$ cat config.mk
export PLATFORM = sky130hd
export DESIGN_NAME = spi_reg_responder
export DESIGN_NICKNAME = d
export VERILOG_FILES = /design/src/rtl/spi_reg_responder.sv
export SDC_FILE = /design/constraint.sdc
export NUM_CORES = 1
export LEC_CHECK = 0
export CELL_PAD_IN_SITES_DETAIL_PLACEMENT = 1
export CELL_PAD_IN_SITES_GLOBAL_PLACEMENT = 1
export CORE_ASPECT_RATIO = 0.9
export CORE_UTILIZATION = 50
export DETAILED_ROUTE_END_ITERATION = 6
export HOLD_SLACK_MARGIN = 0.06
export PLACE_DENSITY_LB_ADDON = 0.08
export SYNTH_ARGS = -nofsm -noshare
export SYNTH_HDL_FRONTEND = slang
export SYNTH_SLANG_ARGS = --single-unit
$ cat constraint.sdc
create_clock -name clk_clk -period 9.7 [get_ports clk_clk]
set_clock_uncertainty 0.05 [all_clocks]
set_input_delay 0.97 -clock clk_clk [delete_from_list [all_inputs] [get_ports clk_clk]]
set_output_delay 0.97 -clock clk_clk [all_outputs]
set_load 0.01 [all_outputs]
$ cat src/rtl/spi_reg_responder.sv
// rtl/spi_reg_responder.sv - SPI mode-0 slave register bank with local fabric read/write ports.
// Optional host write protection above RO_BASE: define SPI_WRITE_PROTECT_EN.
module spi_reg_responder #(
  parameter int N_REGS  = 16,
  parameter int ADDR_W  = 4,
  parameter int RO_BASE = 8
) (
  input  logic              clk_clk,
  input  logic              reset_reset,
  input  logic              spi_sclk,
  input  logic              spi_mosi,
  input  logic              spi_ss_n,
  output logic              spi_miso,
  output logic              spi_miso_oe,
  input  logic              loc_wr_en,
  input  logic [ADDR_W-1:0] loc_wr_addr,
  input  logic [7:0]        loc_wr_data,
  input  logic [ADDR_W-1:0] loc_rd_addr,
  output logic [7:0]        loc_rd_data,
  output logic              host_wr_strobe,
  output logic [ADDR_W-1:0] host_wr_addr,
  output logic              xfer_active,
  output logic              frame_err
);

`ifdef SPI_WRITE_PROTECT_EN
  localparam bit WP_EN = 1'b1;
`else
  localparam bit WP_EN = 1'b0;
`endif

  typedef enum logic [1:0] {IDLE, CMD, DATA} state_t;

  state_t            state, state_next;
  logic [7:0]        regs [N_REGS];
  logic [2:0]        sclk_sr;
  logic [1:0]        mosi_sr;
  logic [2:0]        ss_sr;
  logic [2:0]        bit_cnt;
  logic [6:0]        rx_shift;
  logic [7:0]        tx_shift;
  logic [ADDR_W-1:0] addr;
  logic [ADDR_W-1:0] addr_inc;
  logic              rw;

  logic       sclk_rise, sclk_fall, ss_fall, ss_rise;
  logic       start, stop, rise_act, fall_act, byte_done, host_wr, ro_hit;
  logic [7:0] rx_byte;

  // Stage [1] is the synchronised level; stage [2] is its previous value for edge detection.
  assign sclk_rise = sclk_sr[1] & ~sclk_sr[2];
  assign sclk_fall = ~sclk_sr[1] & sclk_sr[2];
  assign ss_fall   = ~ss_sr[1] & ss_sr[2];
  assign ss_rise   = ss_sr[1] & ~ss_sr[2];
  assign addr_inc  = addr + 1'b1;
  assign ro_hit    = WP_EN && ({1'b0, addr} >= (ADDR_W+1)'(RO_BASE));

  assign spi_miso    = tx_shift[7];
  assign spi_miso_oe = (state != IDLE);
  assign xfer_active = (state != IDLE);
  assign loc_rd_data = regs[loc_rd_addr];

  always_ff @(posedge clk_clk or posedge reset_reset) begin
    if (reset_reset) begin
      state   <= IDLE;
      sclk_sr <= 3'b000;
      mosi_sr <= 2'b00;
      ss_sr   <= 3'b111;
    end else begin
      state   <= state_next;
      sclk_sr <= {sclk_sr[1:0], spi_sclk};
      mosi_sr <= {mosi_sr[0], spi_mosi};
      ss_sr   <= {ss_sr[1:0], spi_ss_n};
    end
  end

  // SCLK edges are only honoured inside a frame and never in the cycle ss_n changes.
  always_comb begin
    state_next = state;
    start      = 1'b0;
    stop       = 1'b0;
    rise_act   = 1'b0;
    fall_act   = 1'b0;
    byte_done  = 1'b0;
    rx_byte    = {rx_shift, mosi_sr[1]};
    if (state == IDLE) begin
      if (ss_fall) begin
        state_next = CMD;
        start      = 1'b1;
      end
    end else if (ss_rise) begin
      state_next = IDLE;
      stop       = 1'b1;
    end else begin
      rise_act  = sclk_rise;
      fall_act  = sclk_fall && (bit_cnt != 3'd0);
      byte_done = sclk_rise && (bit_cnt == 3'd7);
      if (state == CMD && byte_done) state_next = DATA;
    end
    host_wr = byte_done && (state == DATA) && !rw && !ro_hit;
  end

  always_ff @(posedge clk_clk or posedge reset_reset) begin
    if (reset_reset) begin
      for (int i = 0; i < N_REGS; i++) regs[i] <= 8'h00;
      bit_cnt        <= 3'd0;
      rx_shift       <= 7'd0;
      tx_shift       <= 8'h00;
      addr           <= '0;
      rw             <= 1'b0;
      host_wr_strobe <= 1'b0;
      host_wr_addr   <= '0;
      frame_err      <= 1'b0;
    end else begin
      host_wr_strobe <= host_wr;
      frame_err      <= stop && (bit_cnt != 3'd0);
      if (host_wr) host_wr_addr <= addr;
      if (start || stop) begin
        bit_cnt  <= 3'd0;
        rx_shift <= 7'd0;
        tx_shift <= 8'h00;
      end else begin
        if (rise_act) begin
          rx_shift <= rx_byte[6:0];
          bit_cnt  <= bit_cnt + 3'd1;
        end
        if (fall_act) tx_shift <= {tx_shift[6:0], 1'b0};
        if (byte_done) begin
          if (state == CMD) begin
            rw   <= rx_byte[7];
            addr <= rx_byte[ADDR_W-1:0];
            if (rx_byte[7]) tx_shift <= regs[rx_byte[ADDR_W-1:0]];
          end else begin
            addr <= addr_inc;
            if (rw) tx_shift <= regs[addr_inc];
          end
        end
      end
      // Host write is placed last so it wins a same-address collision.
      if (loc_wr_en) regs[loc_wr_addr] <= loc_wr_data;
      if (host_wr) regs[addr] <= rx_byte;
    end
  end

endmodule

Word level (Yosys, flattened, before mapping)
Index checks and enable logic that the tools add are counted.

Output and inout port bits: 17. Register bits after elaboration: 167. Logic and storage cells: 115.

Equality and inequality tests: 4. Magnitude comparators: 7. Add/sub/neg operators: 2. Mux-type cells: 42. Reduce and logical (&&, ||, !) cells: 18. Bitwise operators: 14.

Operator list (count): bitwise mux 128 bit (2); 2-to-1 mux 128 bit (2); 2-to-1 mux 8 bit (14); binary-select mux 8 bit (select 4 bit) (3); demux 8 bit (select 4 bit) (2); greater-or-equal comparator 5 bit (second input constant) (5); NOT 4 -> 5 bit (5); 2-to-1 mux 7 bit (2); less-than comparator 5 x 1 -> 1 bit (second input constant) (2); 2-to-1 mux 1 bit (10); logical AND 1 bit (8); 2-to-1 mux 2 bit (4); 2-to-1 mux 3 bit (2); nonzero test 3 bit (2); NOT 1 bit (5); adder 4 x 1 -> 4 bit (second input constant) (1); AND 1 bit (4); 2-to-1 mux 4 bit (1); AND reduction 2 bit (2); nonzero test 2 bit (2); adder 3 x 1 -> 3 bit (second input constant) (1); equality test 3 bit (second input constant) (1); AND reduction 3 bit (1); equality test 2 x 1 -> 1 bit (second input constant) (1); other kinds (5) (5).

Depth between registers and ports, before layout
Depth in word-level cells: 10. Mapped depth: 10. Gate-level depth less buffers: 7.

Least setup slack after synthesis
No wires, ideal clock.

Path type: input to output. From: in loc_rd_addr[0]. To: out loc_rd_data[0]. Slack: 6177 ps. Cell stages on the path: 4. Required time: 8680 ps. Path buffers: 2. Data arrival time: 2503 ps. Path through: clkbuf_1 -> buf_2 -> mux4_2 -> mux4_2.

Cells in the longest elaborated chain, start to end: 4.

RTL lines: start: declaration (line 18) `input logic [ADDR_W-1:0] loc_rd_addr,`; NOT 4 -> 5 bit (not written as such) (line 61) `assign loc_rd_data = regs[loc_rd_addr];`; binary-select mux 8 bit (select 4 bit) (line 61); 2-to-1 mux 8 bit (not written as such) (2 in series) (line 61); end: declaration (line 19) `output logic [7:0] loc_rd_data,`.

Every way passes these cells. The select of a mux whose other input is x is not followed.

Worst setup path in the final report
From: in loc_rd_addr[1]. To: out loc_rd_data[7].

The elaborated chain is that of the path after synthesis.

==> flow_summary.json <==
{
  "reg2reg_from": "bit_cnt[0]",
  "cts_root_buf": "clkbuf_16",
  "h-tree-depth": 4,
  "numCtsBuffers": 17,
  "wirelength_mm": 40.0,
  "path_max_fanout": 32,
  "fin_ws_ns": 5.25,
  "p_leak_nw": 4.89,
  "worstSetupPathType": "in -> out",
  "grt_pass1_wl_mm": 59.2,
  "final_nets": 972,
  "synth_cells": 969,
  "die_height_um": 142,
  "clkPwrFrac_pct": 31.8,
  "cts_tree": "yes",
  "cp-endpoint": "loc_rd_data[7]",
  "cts_sinks": 167,
  "multi_input_area_um2": 6200,
  "dpl-instance-area_um2": 11300,
  "cts_setup_buffers": 0,
  "io_pins": 39,
  "p_sw_share_pct": 30.8,
  "hold_start": "sclk_sr[0]",
  "gr-total-overflow": 0,
  "critPathLaunch": "loc_rd_addr[1]",
  "syn_to_final_growth_pct": 8.96,
  "synth_top_family_by_area": "multiplexers",
  "ctsResizeCount": 0,
  "hold_violations": 0,
  "drive_above_1_share_pct": 19.1,
  "path_clk_slew_ns": 0.07,
  "yosys.area_share.simple_pct": 9.00,
  "p_seq_share_pct": 44.3,
  "critical-path-slowest-cell": "mux4_2",
  "combPwrFrac_pct": 23.9,
  "cp_num_buf_inv": 3,
  "post-place-ws_ns": 5.25,
  "end_kind": "output pin",
  "async_flop_share_pct": 100,
  "synth_compound_area_share_pct": 10.9,
  "clk_path_buf_depth": 2,
  "slowest_delay_ns": 0.57,
  "max_clock_freq_mhz": 224,
  "drt_iter0_markers": 970,
  "firstDrtPassIters": 7,
  "core-area_um2": 21600,
  "r2r_slack_ns": 6.35,
  "timing.final.crit_share_pct": 45.9,
  "ys_seq_elements": 167,
  "ant_nets": 0,
  "synth_cell_types": 48,
  "fp.dieW_um": 158,
  "crit_cells": 5,
  "synth.avg_cell_area_um2": 11.3,
  "setup_viol": 0,
  "p_sw_mw": 0.699,
  "grt_max_degree": 98,
  "setup_tns_ns": 0,
  "synth-edff-count": 0,
  "cp_data_required_time_ns": 8.68,
  "place.gp.congestion": 0.919,
  "drv_cap": 0,
  "hold_buffers": 0,
  "yosysSeqAreaShare_pct": 38.2,
  "synth_ff_type": "dfrtp_1",
  "syn_nets": 998,
  "synthXorXnorAreaFrac_pct": 0,
  "critPathTopFamily": "buffers and inverters",
  "grt_pass1_vias": 9348,
  "start_kind": "input pin",
  "synth_fa_ha_area_share_pct": 0.799,
  "antenna_found_initial": 1,
  "clkLatencyLatePin_ns": 0.45,
  "drc": 0,
  "nFillCells": 2285,
  "seqCellArea_um2": 4190,
  "powerDensity_nw_per_um2": 190,
  "post_drt_wl_per_cell_um": 32.0,
  "worst-endpoint-arrival_ns": 3.43,
  "final_area_um2": 11900,
  "start_util_pct": 50.8,
  "muxShareOfSynthArea_pct": 35.8,
  "path_cells": "clkdlybuf4s50_1, buf_4, mux4_2, mux4_2, clkdlybuf4s50_1",
  "io_buffers": 38,
  "rsz0062_at_grt": "no",
  "num_rows": 51,
  "antenna_cells": 0,
  "status": "finished, final reports clean",
  "vias_per_cell": 7.15,
  "ys.warnings.count": 0,
  "dieArea_um2": 22500,
  "grt_usage_pct": 37.5,
  "worst_r2r_endpoint": "regs[115]",
  "hp-class": "reg -> reg",
  "irDropWorstVdd_uv": 85.3,
  "syn_area_um2": 11000,
  "ff2ff_path_depth": 7,
  "internal_power_mw": 1.57,
  "dr_total_vias": 8921,
  "fin_crit_ns": 4.45,
  "worstMarginPinSlew_ns": 1.16,
  "relSlewSlack_pct": 22.5,
  "dpl.hpwl_mm": 24.5,
  "drv_slew": 0
}
[placed cells by master, fill, tap and decap left out, drive strengths merged, types with 2 or more instances in the layout]
| master | count |
|---|---|
| dfrtp | 164 |
| nor2 | 148 |
| mux2i | 145 |
| a21oi | 142 |
| mux4 | 104 |
| clkdlybuf4s50 | 37 |
| buf | 22 |
| clkbuf | 21 |
| nand2 | 17 |
| a22oi | 16 |
| or3 | 15 |
| inv | 13 |
| a22o | 9 |
| mux2 | 9 |
| a221oi | 8 |
| nand3b | 7 |
| o211ai | 7 |
| o21ai | 7 |
| ha | 7 |
| nand2b | 6 |
| clkinv | 6 |
| or4 | 5 |
| and3 | 3 |
| nand3 | 3 |
| nor2b | 3 |
| nor3 | 3 |
| bufinv | 3 |
| dfstp | 3 |
| nand4 | 2 |
| o22ai | 2 |
| nor4b | 2 |
| o221a | 2 |
| o32ai | 2 |
| a211oi | 2 |
| nor4 | 2 |
[Yosys cell counts, drive strengths merged (3+ instances only)]
cell type | count | area share [%]
dfstp | 3 | 0.72
a22oi | 16 | 1.1
o21ai | 7 | 0.32
mux2i | 145 | 13
o211ai | 7 | 0.48
nand3b | 7 | 0.48
a221oi | 8 | 0.64
nand2 | 17 | 0.58
nor2b | 3 | 0.17
and3 | 3 | 0.17
nor3 | 3 | 0.14
mux2 | 9 | 1.2
or4 | 5 | 0.34
clkbuf | 33 | 1.1
nand3 | 3 | 0.14
nand2b | 6 | 0.34
a22o | 9 | 0.72
mux4 | 104 | 21
nor2 | 148 | 5.1
ha | 7 | 0.80
buf | 71 | 3.8
a21oi | 142 | 6.5
inv | 12 | 0.41
dfrtp | 164 | 37
or3 | 15 | 0.86
[sequential cells by signal, summed over array words and instances, names as in the netlist]
register,flops
host_wr_addr,4
tx_shift,8
host_wr_strobe,1
state,2
rx_shift,7
addr,4
sclk_sr,3
rw,1
bit_cnt,3
frame_err,1
mosi_sr,2
regs,128
ss_sr,3
[worst min path at each step]
stage | endpoint | slack, ns | cells after the start
floorplan | mosi_sr[1] | 0.28 | 0
global route | ss_sr[1] | 0.32 | 0
detailed placement | mosi_sr[1] | 0.29 | 0
global placement | sclk_sr[1] | 0.29 | 0
CTS | ss_sr[1] | 0.31 | 0
finish | sclk_sr[1] | 0.31 | 0
[power by group through the flow]
| stage | logic (mW) | registers (mW) | clock network [mW] |
|---|---|---|---|
| after CTS | 0.543 | 0.994 | 0.726 |
| after detailed placement | 0.536 | 0.999 | 0 |
| after global routing | 0.585 | 1.01 | 0.747 |
| final | 0.543 | 1.00 | 0.721 |
| after global placement | 0.507 | 0.985 | 0 |
| after floorplan | 0.429 | 0.920 | 0 |
[per-stage QoR]
step / hold slack [ns] / cells / power (mW) / util (%)
floorplan: 0.281 / 969 / 1.35 / -
global route: 0.316 / 1247 / 2.35 / 55.4
global placement: 0.290 / 1215 / 1.49 / 52.5
CTS: 0.311 / 1247 / 2.26 / 55.4
detailed placement: 0.286 / 1215 / 1.54 / 52.5
finish: 0.306 / 1247 / 2.27 / 55.4
[final cells by class]
type	instances	area share, %
multi-input cells	686	51.9
flip-flops and latches	167	35.1
repair buffers	59	4.46
clock buffers	21	3.86
well taps	291	3.05
clock inverters	11	1.24
inverters	12	0.419
[cells by family (layout without fill, tap and decap cells)]
kind of cell / after synthesis / in the layout
fa+ha+maj: 7 / 7
buf+inv: 116 / 103
compound gates: 202 / 202
mux: 258 / 258
flops: 167 / 167
simple gates: 219 / 219
[layer usage]
metal / part of all wire, % / global-route usage, % / wire, um / vias up
li1: - / - / - / 3577
met3: 9.4 / 9.14 / 3740 / 166
met2: 47 / 58.8 / 18700 / 565
met5: 0.033 / 0 / 13 / -
met1: 38 / 47.7 / 15200 / 4611
met4: 5.7 / 20.9 / 2280 / 2
No activity file was read; power rests on OpenSTA's default activity.
